===== src/rtl/acc_pkg.sv =====
// acc_pkg
// Shared definitions for the sequential accumulator ALU slice:
//   DATA_W    - datapath width (fixed at 8 bits)
//   MUL_STEPS - number of shift-add steps, one per multiplier bit
//   opcode_e  - 3-bit operation select
//   state_e   - control FSM state encoding
package acc_pkg;

    localparam int DATA_W = 8;

    localparam logic [3:0] MUL_STEPS = 4'd8;

    typedef enum logic [2:0] {
        OP_LOAD = 3'b000,
        OP_ADD  = 3'b001,
        OP_SUB  = 3'b010,
        OP_AND  = 3'b011,
        OP_OR   = 3'b100,
        OP_XOR  = 3'b101,
        OP_MUL  = 3'b110,
        OP_CLR  = 3'b111
    } opcode_e;

    typedef enum logic [1:0] {
        S_IDLE  = 2'd0,
        S_EXEC  = 2'd1,
        S_MUL   = 2'd2,
        S_WRITE = 2'd3
    } state_e;

endpackage


===== src/rtl/alu8_comb.sv =====
// alu8_comb
// Purely combinational 8-bit ALU covering every opcode except MUL, which is
// built as a multi-cycle shift-add datapath in acc_alu_seq instead.
// Ports:
//   opcode  in   operation select
//   a       in   operand A (accumulator value)
//   b       in   operand B
//   result  out  operation result, modulo 256
//   carry   out  ADD carry-out / SUB borrow; 0 for all other opcodes
module alu8_comb
    import acc_pkg::*;
(
    input  opcode_e           opcode,
    input  logic [DATA_W-1:0] a,
    input  logic [DATA_W-1:0] b,
    output logic [DATA_W-1:0] result,
    output logic              carry
);

    logic [DATA_W:0] sum;

    // Select the result for the requested operation. The 9-bit sum gives the
    // ADD carry in its top bit; SUB flags a borrow whenever B exceeds A.
    always_comb begin
        sum    = {1'b0, a} + {1'b0, b};
        result = '0;
        carry  = 1'b0;
        case (opcode)
            OP_LOAD: result = b;
            OP_ADD: begin
                result = sum[DATA_W-1:0];
                carry  = sum[DATA_W];
            end
            OP_SUB: begin
                result = a - b;
                carry  = (b > a);
            end
            OP_AND:  result = a & b;
            OP_OR:   result = a | b;
            OP_XOR:  result = a ^ b;
            default: result = '0;
        endcase
    end

endmodule


===== src/rtl/acc_alu_seq.sv =====
// acc_alu_seq
// Sequential accumulator ALU. Accepts one operation at a time through a
// valid/ready handshake, computes it against the external accumulator value,
// then issues a one-cycle write strobe back to the accumulator register.
// Ports:
//   clk       in   rising-edge clock
//   rst       in   synchronous active-high reset
//   op_valid  in   upstream offers an operation
//   op_ready  out  operation can be accepted this cycle (IDLE only)
//   opcode    in   operation select
//   operand   in   operand B
//   acc_q     in   accumulator output, operand A
//   acc_d     out  result, held between writes
//   ldacc     out  accumulator load strobe (WRITE only)
//   en        out  accumulator enable (WRITE only)
//   carry     out  carry/borrow/overflow flag of the last written result
//   zero      out  last written result was zero
//   busy      out  operation in progress
module acc_alu_seq
    import acc_pkg::*;
(
    input  logic              clk,
    input  logic              rst,
    input  logic              op_valid,
    output logic              op_ready,
    input  logic [2:0]        opcode,
    input  logic [DATA_W-1:0] operand,
    input  logic [DATA_W-1:0] acc_q,
    output logic [DATA_W-1:0] acc_d,
    output logic              ldacc,
    output logic              en,
    output logic              carry,
    output logic              zero,
    output logic              busy
);

    state_e state, state_next;

    logic                accept;
    opcode_e             op_reg;
    logic [DATA_W-1:0]   a_reg;
    logic [DATA_W-1:0]   b_reg;
    logic [2*DATA_W-1:0] product;
    logic [2*DATA_W-1:0] mcand;
    logic [DATA_W-1:0]   mplier;
    logic [3:0]          mul_cnt;
    logic [DATA_W-1:0]   result_reg;
    logic                carry_pend;
    logic                carry_reg;
    logic                zero_reg;

    logic [DATA_W-1:0]   alu_result;
    logic                alu_carry;

    alu8_comb u_alu (
        .opcode (op_reg),
        .a      (a_reg),
        .b      (b_reg),
        .result (alu_result),
        .carry  (alu_carry)
    );

    assign accept = op_valid && op_ready;
    assign acc_d  = result_reg;
    assign carry  = carry_reg;
    assign zero   = zero_reg;

    // State register. Reset wins over everything, so an operation in flight
    // is simply dropped and no write strobe is ever produced for it.
    always_ff @(posedge clk) begin
        if (rst) begin
            state <= S_IDLE;
        end else begin
            state <= state_next;
        end
    end

    // Next-state and handshake/strobe decode. The MUL state runs eight
    // shift-add steps (mul_cnt 0..7) followed by one commit cycle
    // (mul_cnt 8) that moves the finished product into the result register,
    // giving a ten-cycle accept-to-write latency.
    always_comb begin
        state_next = state;
        op_ready   = 1'b0;
        busy       = 1'b1;
        ldacc      = 1'b0;
        en         = 1'b0;
        case (state)
            S_IDLE: begin
                op_ready = 1'b1;
                busy     = 1'b0;
                if (op_valid) begin
                    state_next = (opcode_e'(opcode) == OP_MUL) ? S_MUL : S_EXEC;
                end
            end
            S_EXEC: state_next = S_WRITE;
            S_MUL: begin
                if (mul_cnt == MUL_STEPS) begin
                    state_next = S_WRITE;
                end
            end
            S_WRITE: begin
                ldacc      = 1'b1;
                en         = 1'b1;
                state_next = S_IDLE;
            end
            default: state_next = S_IDLE;
        endcase
    end

    // Datapath registers. Operands are captured on the accept edge. The
    // result register is loaded on the edge entering WRITE so acc_d already
    // carries the new value while the strobe is high, then simply holds.
    // The flags are published on the edge that ends WRITE, in step with the
    // accumulator capturing acc_d.
    always_ff @(posedge clk) begin
        if (rst) begin
            op_reg     <= OP_LOAD;
            a_reg      <= '0;
            b_reg      <= '0;
            product    <= '0;
            mcand      <= '0;
            mplier     <= '0;
            mul_cnt    <= '0;
            result_reg <= '0;
            carry_pend <= 1'b0;
            carry_reg  <= 1'b0;
            zero_reg   <= 1'b0;
        end else begin
            if (accept) begin
                op_reg  <= opcode_e'(opcode);
                a_reg   <= acc_q;
                b_reg   <= operand;
                product <= '0;
                mcand   <= {{DATA_W{1'b0}}, acc_q};
                mplier  <= operand;
                mul_cnt <= '0;
            end
            case (state)
                S_EXEC: begin
                    result_reg <= alu_result;
                    carry_pend <= alu_carry;
                end
                S_MUL: begin
                    if (mul_cnt < MUL_STEPS) begin
                        if (mplier[0]) begin
                            product <= product + mcand;
                        end
                        mcand   <= mcand << 1;
                        mplier  <= mplier >> 1;
                        mul_cnt <= mul_cnt + 4'd1;
                    end else begin
                        result_reg <= product[DATA_W-1:0];
                        carry_pend <= |product[2*DATA_W-1:DATA_W];
                    end
                end
                S_WRITE: begin
                    carry_reg <= carry_pend;
                    zero_reg  <= (result_reg == '0);
                end
                default: ;
            endcase
        end
    end

endmodule


===== config.mk =====
export PLATFORM = sky130hd
export DESIGN_NAME = acc_alu_seq
export DESIGN_NICKNAME = d
export VERILOG_FILES = /design/src/rtl/acc_pkg.sv /design/src/rtl/alu8_comb.sv /design/src/rtl/acc_alu_seq.sv
export SDC_FILE = /design/constraint.sdc
export NUM_CORES = 1
export LEC_CHECK = 0
export ABC_AREA = 1
export BUFFER_PORTS_ARGS = -buffer_cell sky130_fd_sc_hd__buf_2
export CELL_PAD_IN_SITES_DETAIL_PLACEMENT = 0
export CELL_PAD_IN_SITES_GLOBAL_PLACEMENT = 2
export CORE_MARGIN = 2
export CORE_UTILIZATION = 34
export DETAILED_ROUTE_END_ITERATION = 8
export PLACE_DENSITY_LB_ADDON = 0.1
export REMOVE_ABC_BUFFERS = 1
export SKIP_LAST_GASP = 1
export SLEW_MARGIN = 10
export SYNTH_ARGS = -nofsm -noshare
export SYNTH_HDL_FRONTEND = slang
export SYNTH_SLANG_ARGS = --single-unit

===== constraint.sdc =====
create_clock -name clk -period 2.44 [get_ports clk]
set_input_delay 0.244 -clock clk [delete_from_list [all_inputs] [get_ports clk]]
set_output_delay 0.244 -clock clk [all_outputs]
set_load 0.03 [all_outputs]

==> qor.tcl, run 1 <==
set qor(num_vias) 4941
set qor(grt_first_pass_wirelength_um) 26000
set qor(syn2layout_area_growth_pct) 14.2
set qor(timing.final.setup_violations) 0
set qor(fin_ws_ns) 0.406
set qor(path_cells) {inv_1, ha_1, inv_1, a21oi_1, nand2_1, nand2_1, nand2_1, nand2_1, nand3_1, nand3_1, nand2_1, a21oi_1}
set qor(timing.max_cap.violations) 0
set qor(cts_resized) 0
set qor(final_area_mm2) 0.00575
set qor(internal_power_uw) 3360
set qor(avgViaCountPerCell) 5.18
set qor(power_switching_uw) 2660
set qor(num_io_pins) 36
set qor(arrival_ns) 2.31
set qor(fin_total_pwr_uw) 6020
set qor(synth-compound-area-share_pct) 20.3
set qor(antenna_found_initial) 0
set qor(wl_per_cell_um) 16.8
set qor(synth-async-reset-ratio_pct) 0
set qor(placement.cell_area_mm2) 0.00541
set qor(ctsLongestPathBuffers) 2
set qor(yosys.area_share.adder_pct) 12.6
set qor(die_x_um) 126
set qor(starting_density_of_the_core_pct) 34.7
set qor(timing.critical_path.slowest_cell_delay_ns) 0.45
set qor(ys.flop_type) {sky130_fd_sc_hd__dfxtp_1}
set qor(worst_setup_path_category) {reg2reg}
set qor(synth.cell_area_mm2) 0.00503
set qor(remaining_drc_errors) 0
set qor(rsz0062_at_grt) {false}
set qor(finalCoreUtilization_pct) 39.7
set qor(ys_seq_elements) 76
set qor(post_synth_xor_area_fraction_pct) 0.522
set qor(grt_use_total_pct) 20.8
set qor(largestRegisters) {mcand: 16 flops, product: 16 flops}
set qor(clock_tree.htree_level_count) 3
set qor(core_area_mm2) 0.0145
set qor(dominant_combinational_cell_family_by_area_after_synthesis) {simple AND/OR/NAND/NOR gates}
set qor(max_slew_margin_pct) 61.0
set qor(number_of_synthesized_flops_with_an_enable_pin) 0
set qor(ir_worst_vdd_mv) 0.375
set qor(placedCellCount) 938
set qor(nature_of_the_critical_path_endpoint) {flop}
set qor(status) {finished clean}
set qor(postRouteAntennaNets) 0
set qor(drt-total-wl_um) 16000
set qor(place_hpwl_um) 12300
set qor(pre_cts_ws_ns) 0.422
set qor(postCtsSetupRepairBufs) 0
set qor(finish.net_count) 836
set qor(die_area_mm2) 0.0158
set qor(drive_gt1_share_pct) 10.9
set qor(clk_pin_slew_ns) 0.06
set qor(seq_power_share_pct) 29.9
set qor(final_cell_mix) {sky130_fd_sc_hd__nand2_1 (174), sky130_fd_sc_hd__inv_1 (80), sky130_fd_sc_hd__dfxtp_1 (76)}
set qor(pwr-share-comb_pct) 44.3
set qor(power_frac_clock_pct) 25.9
set qor(insertedDiodeCount) 0
set qor(final-max-slew-violation-count) 0
set qor(first_iter_violations) 379
set qor(cts_buf_count) 9
set qor(biggest_fanout_along_the_worst_timing_path) 9
set qor(hp-class) {in2reg}
set qor(hold_buffer_count_at_cts) 0
set qor(synth_seq_area_share_pct) 30.2
set qor(largest_net_degree_at_the_start_of_global_routing) 41
set qor(synth_simple_gate_area_share_pct) 26.8
set qor(cp_common_cell) {sky130_fd_sc_hd__nand2_1}
set qor(pwr_density_cell_mw_per_mm2) 1050
set qor(die_y_um) 126
set qor(count_of_standard_cell_rows) 44
set qor(multiInputGateArea_mm2) 0.00304
set qor(avgSynthCellArea_um2) 6.86
set qor(mostFrequentLayoutCell) {sky130_fd_sc_hd__nand2_1}
set qor(yosys-mux-area-fraction_pct) 0
set qor(tritoncts) {built}
set qor(drtPass1Iterations) 5
set qor(gp_routability_congestion) 0.845
set qor(swShare_pct) 44.1
set qor(overflow) 0
set qor(cts.sinks) 76
set qor(period_share_pct) 83.4
set qor(port-buffer-count) 35
set qor(shortest_clock_period_the_worst_path_allows_after_layout_ns) 2.03
set qor(number_of_global_route_vias_before_repair) 4895
set qor(critical_path.slowest_cell) {sky130_fd_sc_hd__ha_1}
set qor(yosys.cell_types.count) 44
set qor(worst_skew_pair.late_latency_ns) 0.34
set qor(timing.critical_path.required_ns) 2.71
set qor(instances_no_fill) 953
set qor(yosys_synthesis_warning_count) 0
set qor(critPathLaunchType) {flop}
set qor(final.setup_skew_ns) 0.00814
set qor(achievable-frequency_ghz) 0.492
set qor(seq_area_mm2) 0.00152
set qor(timing.final.hold_violations) 0
set qor(clockRootBuffer) {sky130_fd_sc_hd__clkbuf_16}
set qor(number_of_fill_cells_in_the_layout) 1564
set qor(p_leak_uw) 0.00260
set qor(worst_slew_pin_slew_ns) 0.585
set qor(netlist_instances) 733
worst max-delay path: cells and delay by family, from the launching register on:
kind | cells | cell delay, ns
DFF | 1 | 0.38
adders and majority gates | 1 | 0.45
buffers and inverters | 2 | 0.20
and+or+nand+nor | 7 | 0.61
AOI/OAI and AO/OA | 2 | 0.31
stage by stage:
| stage | setup TNS, ns | hold WS [ns] |
|---|---|---|
| finish | 0 | 0.188 |
| global route | 0 | 0.199 |
| CTS | 0 | 0.179 |
| detailed placement | 0 | 0.460 |
| global placement | 0 | 0.456 |
| floorplan | -1.88 | 0.313 |
cells by family after synthesis:
group	after synthesis
buffers and inverters	116
AO/OA/AOI/OAI	182
XOR/XNOR	3
AND/OR/NAND/NOR	307
adder cells (fa/ha/maj)	49
flip-flops	76
path summary, 6_finish.rpt:
| kind | cells past startpoint | start | endpoint | slack (ns) |
|---|---|---|---|---|
| worst min register to register | 2 | zero | zero | 0.47 |
| worst max-delay path | 12 | a_reg[2] | acc_d[7] | 0.41 |
| worst min-delay path | 3 | opcode[1] | op_reg[1] | 0.19 |
| worst max register to register | 12 | a_reg[2] | acc_d[7] | 0.41 |
synth_stat cells (2+ instances only):
| cell | n | area share [%] |
|---|---|---|
| sky130_fd_sc_hd__nand2_1 | 175 | 13 |
| sky130_fd_sc_hd__inv_1 | 80 | 6.0 |
| sky130_fd_sc_hd__dfxtp_1 | 76 | 30 |
| sky130_fd_sc_hd__a21oi_1 | 74 | 7.4 |
| sky130_fd_sc_hd__nand3_1 | 57 | 5.7 |
| sky130_fd_sc_hd__o21ai_0 | 50 | 5.0 |
| sky130_fd_sc_hd__ha_1 | 46 | 11 |
| sky130_fd_sc_hd__nor2_1 | 42 | 3.1 |
| sky130_fd_sc_hd__a31oi_1 | 18 | 2.2 |
| sky130_fd_sc_hd__clkbuf_1 | 14 | 1.0 |
| sky130_fd_sc_hd__nand4_1 | 11 | 1.4 |
| sky130_fd_sc_hd__buf_2 | 8 | 0.80 |
| sky130_fd_sc_hd__o21ai_1 | 7 | 0.70 |
| sky130_fd_sc_hd__o22ai_1 | 7 | 0.87 |
| sky130_fd_sc_hd__inv_2 | 5 | 0.37 |
| sky130_fd_sc_hd__o32ai_1 | 5 | 0.87 |
| sky130_fd_sc_hd__buf_4 | 4 | 0.60 |
| sky130_fd_sc_hd__nand3b_1 | 4 | 0.60 |
| sky130_fd_sc_hd__a21o_1 | 3 | 0.45 |
| sky130_fd_sc_hd__fa_1 | 3 | 1.2 |
| sky130_fd_sc_hd__nor2_4 | 3 | 0.67 |
| sky130_fd_sc_hd__nor3_1 | 3 | 0.30 |
| sky130_fd_sc_hd__nor4_1 | 3 | 0.37 |
| sky130_fd_sc_hd__o21a_1 | 3 | 0.45 |
| sky130_fd_sc_hd__o221ai_1 | 3 | 0.52 |
| sky130_fd_sc_hd__or2_2 | 3 | 0.37 |
| sky130_fd_sc_hd__a211oi_1 | 2 | 0.30 |
| sky130_fd_sc_hd__and2_1 | 2 | 0.25 |
| sky130_fd_sc_hd__inv_4 | 2 | 0.25 |
| sky130_fd_sc_hd__nor2_8 | 2 | 0.80 |
| sky130_fd_sc_hd__o2111ai_1 | 2 | 0.35 |
| sky130_fd_sc_hd__o21bai_1 | 2 | 0.30 |
| sky130_fd_sc_hd__o31ai_1 | 2 | 0.30 |
| sky130_fd_sc_hd__xnor2_1 | 2 | 0.35 |
power groups by stage:
stage / Sequential [uW] / Combinational [uW] / Clock (uW)
2_1_floorplan: 1810 / 1730 / 0
6_report: 1800 / 2660 / 1560
5_1_grt: 1830 / 3000 / 1640
3_5_place_dp: 1820 / 2660 / 0
3_3_place_gp: 1820 / 2640 / 0
4_1_cts: 1800 / 2680 / 1590
layer usage:
| metal | GRT usage [%] | vias to the layer above | wire [um] |
|---|---|---|---|
| li1 | - | 2527 | - |
| met1 | 26.0 | 2311 | 7310 |
| met2 | 36.4 | 86 | 8020 |
| met3 | 3.19 | 17 | 434 |
| met4 | 6.99 | 0 | 269 |
| met5 | 0 | - | 0 |
final cells by class:
| type | count | area share (%) |
|---|---|---|
| inverter | 87 | 5.77 |
| clock inverter | 6 | 1.96 |
| multi-input combinational | 541 | 52.9 |
| tap | 184 | 4.01 |
| timing repair buffer | 50 | 5.01 |
| sequential | 76 | 26.5 |
| clock buffer | 9 | 3.92 |
Power figures use the tool's default switching activity.
==> inputs of run 2 (changes only) <==
- ABC_AREA: 1 -> 0
- CORE_UTILIZATION: 34 -> 33
- clock period: 2.44 -> 1.75 ns (I/O delays scaled with it)
==> qor.tcl, run 2 <==
set qor(ir_worst_vdd_mv) 0.548
set qor(p_leak_uw) 0.00307
set qor(gr-usage-met3_pct) 3.06
set qor(netlist.area_leader.share_pct) 30.9
set qor(mostFrequentLayoutCell) {sky130_fd_sc_hd__buf_4}
set qor(final.setup_skew_ns) 0.00807
set qor(cts.sinks) 76
set qor(cts_buf_count) 9
set qor(grt_use_total_pct) 20.8
set qor(number_of_fill_cells_in_the_layout) 1479
set qor(timing.final.setup_violations) 16
set qor(avgViaCountPerCell) 5.29
set qor(worst_skew_pair.late_latency_ns) 0.35
set qor(ys.flop_type) {sky130_fd_sc_hd__dfxtp_1}
set qor(final_area_mm2) 0.00743
set qor(grt.met2_usage_pct) 34.8
set qor(ys_seq_elements) 76
set qor(period_share_pct) 118
set qor(remaining_drc_errors) 0
set qor(finalCoreUtilization_pct) 51.1
set qor(largest_net_degree_at_the_start_of_global_routing) 43
set qor(avgSynthCellArea_um2) 7.83
set qor(timing.max_cap.violations) 0
set qor(status) {complete, but fails checks}
set qor(starting_density_of_the_core_pct) 33.9
set qor(overflow) 0
set qor(yosys.cell_types.count) 61
set qor(fin_ws_ns) -0.307
set qor(synth.cell_area_mm2) 0.00492
set qor(grt-busiest-layer) {met2}
set qor(wl_per_cell_um) 17.1
set qor(hp-class) {in2reg}
set qor(netlist_instances) 629
set qor(synth-async-reset-ratio_pct) 0
set qor(final_cell_mix) {sky130_fd_sc_hd__buf_4 (149), sky130_fd_sc_hd__nand2_1 (71), sky130_fd_sc_hd__dfxtp_1 (63)}
set qor(grt_first_pass_wirelength_um) 26300
set qor(shortest_clock_period_the_worst_path_allows_after_layout_ns) 2.06
set qor(achievable-frequency_ghz) 0.486
set qor(first_iter_violations) 215
set qor(num_vias) 5213
set qor(gp_routability_congestion) 0.830
set qor(die_x_um) 126
set qor(insertedDiodeCount) 0
set qor(nature_of_the_critical_path_endpoint) {flop}
set qor(synth_seq_area_share_pct) 30.9
set qor(number_of_global_route_vias_before_repair) 5027
set qor(ctsLongestPathBuffers) 2
set qor(drive_gt1_share_pct) 41.4
set qor(finish.net_count) 869
set qor(pwr_density_cell_mw_per_mm2) 1290
set qor(met1_demand_to_capacity_share_in_global_routing_pct) 27.5
set qor(number_of_synthesized_flops_with_an_enable_pin) 0
set qor(critPathLaunchType) {flop}
set qor(rsz0062_at_grt) {true}
set qor(hold_buffer_count_at_cts) 0
set qor(port-buffer-count) 35
set qor(max_slew_margin_pct) 62.6
set qor(biggest_fanout_along_the_worst_timing_path) 3
set qor(arrival_ns) 2.33
set qor(place_hpwl_um) 12200
set qor(worst_slew_pin_slew_ns) 0.559
set qor(tritoncts) {built}
set qor(num_io_pins) 36
set qor(postRouteAntennaNets) 0
set qor(clock_tree.htree_level_count) 3
set qor(placement.cell_area_mm2) 0.00634
set qor(final-max-slew-violation-count) 0
set qor(worst_setup_path_category) {reg2reg}
set qor(timing.critical_path.required_ns) 2.03
set qor(drtPass1Iterations) 5
set qor(yosys_synthesis_warning_count) 0
set qor(die_area_mm2) 0.0159
set qor(worst_hold_slack_ns) 0.0761
set qor(pre_cts_ws_ns) -0.532
set qor(antenna_found_initial) 0
set qor(synth_top_cells_by_count) {sky130_fd_sc_hd__nand2_1 (78), sky130_fd_sc_hd__dfxtp_1 (76), sky130_fd_sc_hd__a21oi_1 (67), sky130_fd_sc_hd__nor2_1 (57), sky130_fd_sc_hd__ha_1 (46)}
set qor(die_y_um) 126
set qor(clockRootBuffer) {sky130_fd_sc_hd__clkbuf_16}
set qor(drt-total-wl_um) 16900
set qor(dominant_cell_type_by_area_after_synthesis) {sky130_fd_sc_hd__dfxtp_1}
set qor(largestRegisters) {mcand: 16 flops, product: 16 flops}
set qor(failed_checks) {setup timing}
set qor(count_of_standard_cell_rows) 44
set qor(syn2layout_area_growth_pct) 51.0
set qor(timing.final.hold_violations) 0
set qor(yosysMostFrequentCell) {sky130_fd_sc_hd__nand2_1}
set qor(synthTopCellsByArea) {sky130_fd_sc_hd__dfxtp_1 (31%), sky130_fd_sc_hd__ha_1 (12%), sky130_fd_sc_hd__a21oi_1 (6.8%)}
set qor(clk_pin_slew_ns) 0.06
set qor(core_area_mm2) 0.0145
run 2: repair_timing:
| item | 4_1_cts | 5_1_grt |
|---|---|---|
| setup buffers | 9 | 4 |
| setup endpoints to repair | 36 | 41 |
| pin swaps | 36 | 41 |
| cloned | 0 | 2 |
| endpoints found under the hold margin | 0 | 0 |
| resized for setup | 85 | 82 |
run 2: per-layer routing:
| layer | up-vias | wire length, um |
|---|---|---|
| li1 | 2600 | - |
| met1 | 2527 | 8020 |
| met2 | 68 | 8200 |
| met3 | 18 | 358 |
| met4 | 0 | 330 |
| met5 | - | 0 |
run 2: kinds of logic (layout without fill, tap and decap cells):
family	count (synthesis)	in the layout	share of synthesized area (%)
AO/OA/AOI/OAI	191	191	25.8
XOR/XNOR	11	11	1.96
adder cells (fa/ha/maj)	49	49	12.9
buffers and inverters	74	247	5.92
flip-flops	76	76	30.9
multiplexers	5	5	1.07
AND/OR/NAND/NOR	223	223	21.5
run 2: area by class of cell:
class / instances / area (um2) / area share (%)
Multi-Input combinational cell: 479 / 3710 / 50.0
Sequential cell: 76 / 1550 / 20.9
Timing Repair Buffer: 196 / 1490 / 20.0
Tap cell: 184 / 230 / 3.10
Clock buffer: 10 / 229 / 3.08
Inverter: 36 / 140 / 1.89
Clock inverter: 5 / 77.6 / 1.04
run 2: report_power, final:
group / total (uW) / switching [uW] / internal [uW]
Sequential: 2400 / 298 / 2100
Clock: 2020 / 781 / 1240
Combinational: 5160 / 2810 / 2350
run 2: through the flow:
step / std cells / TNS, ns / total power, uW
2_1_floorplan: 591 / -22.51 / 4670
3_5_place_dp: 961 / -8.77 / 6700
6_report: 986 / -2.67 / 9580
4_1_cts: 983 / -2.77 / 9080
3_3_place_gp: 961 / -7.15 / 6660
5_1_grt: 986 / -4.16 / 10200
run 2: worst paths after layout:
check             slack (ns)      start  cells past startpoint        end
hold / removal          0.08  opcode[0]                      3  op_reg[0]
setup / recovery       -0.31   a_reg[1]                      9   acc_d[7]
hold reg to reg         0.47       zero                      2       zero
setup reg to reg       -0.31   a_reg[1]                      9   acc_d[7]
run 2: worst max-delay path, cell delays in order, from the launching register on:
cell                        delay (ns)
sky130_fd_sc_hd__dfxtp_4          0.37
sky130_fd_sc_hd__inv_4            0.05
sky130_fd_sc_hd__ha_4             0.25
sky130_fd_sc_hd__a21o_1           0.22
sky130_fd_sc_hd__a22o_1           0.26
sky130_fd_sc_hd__nor3_2           0.21
sky130_fd_sc_hd__buf_4            0.15
sky130_fd_sc_hd__o2111ai_2        0.10
sky130_fd_sc_hd__nor3b_4          0.17
sky130_fd_sc_hd__a211oi_2         0.21
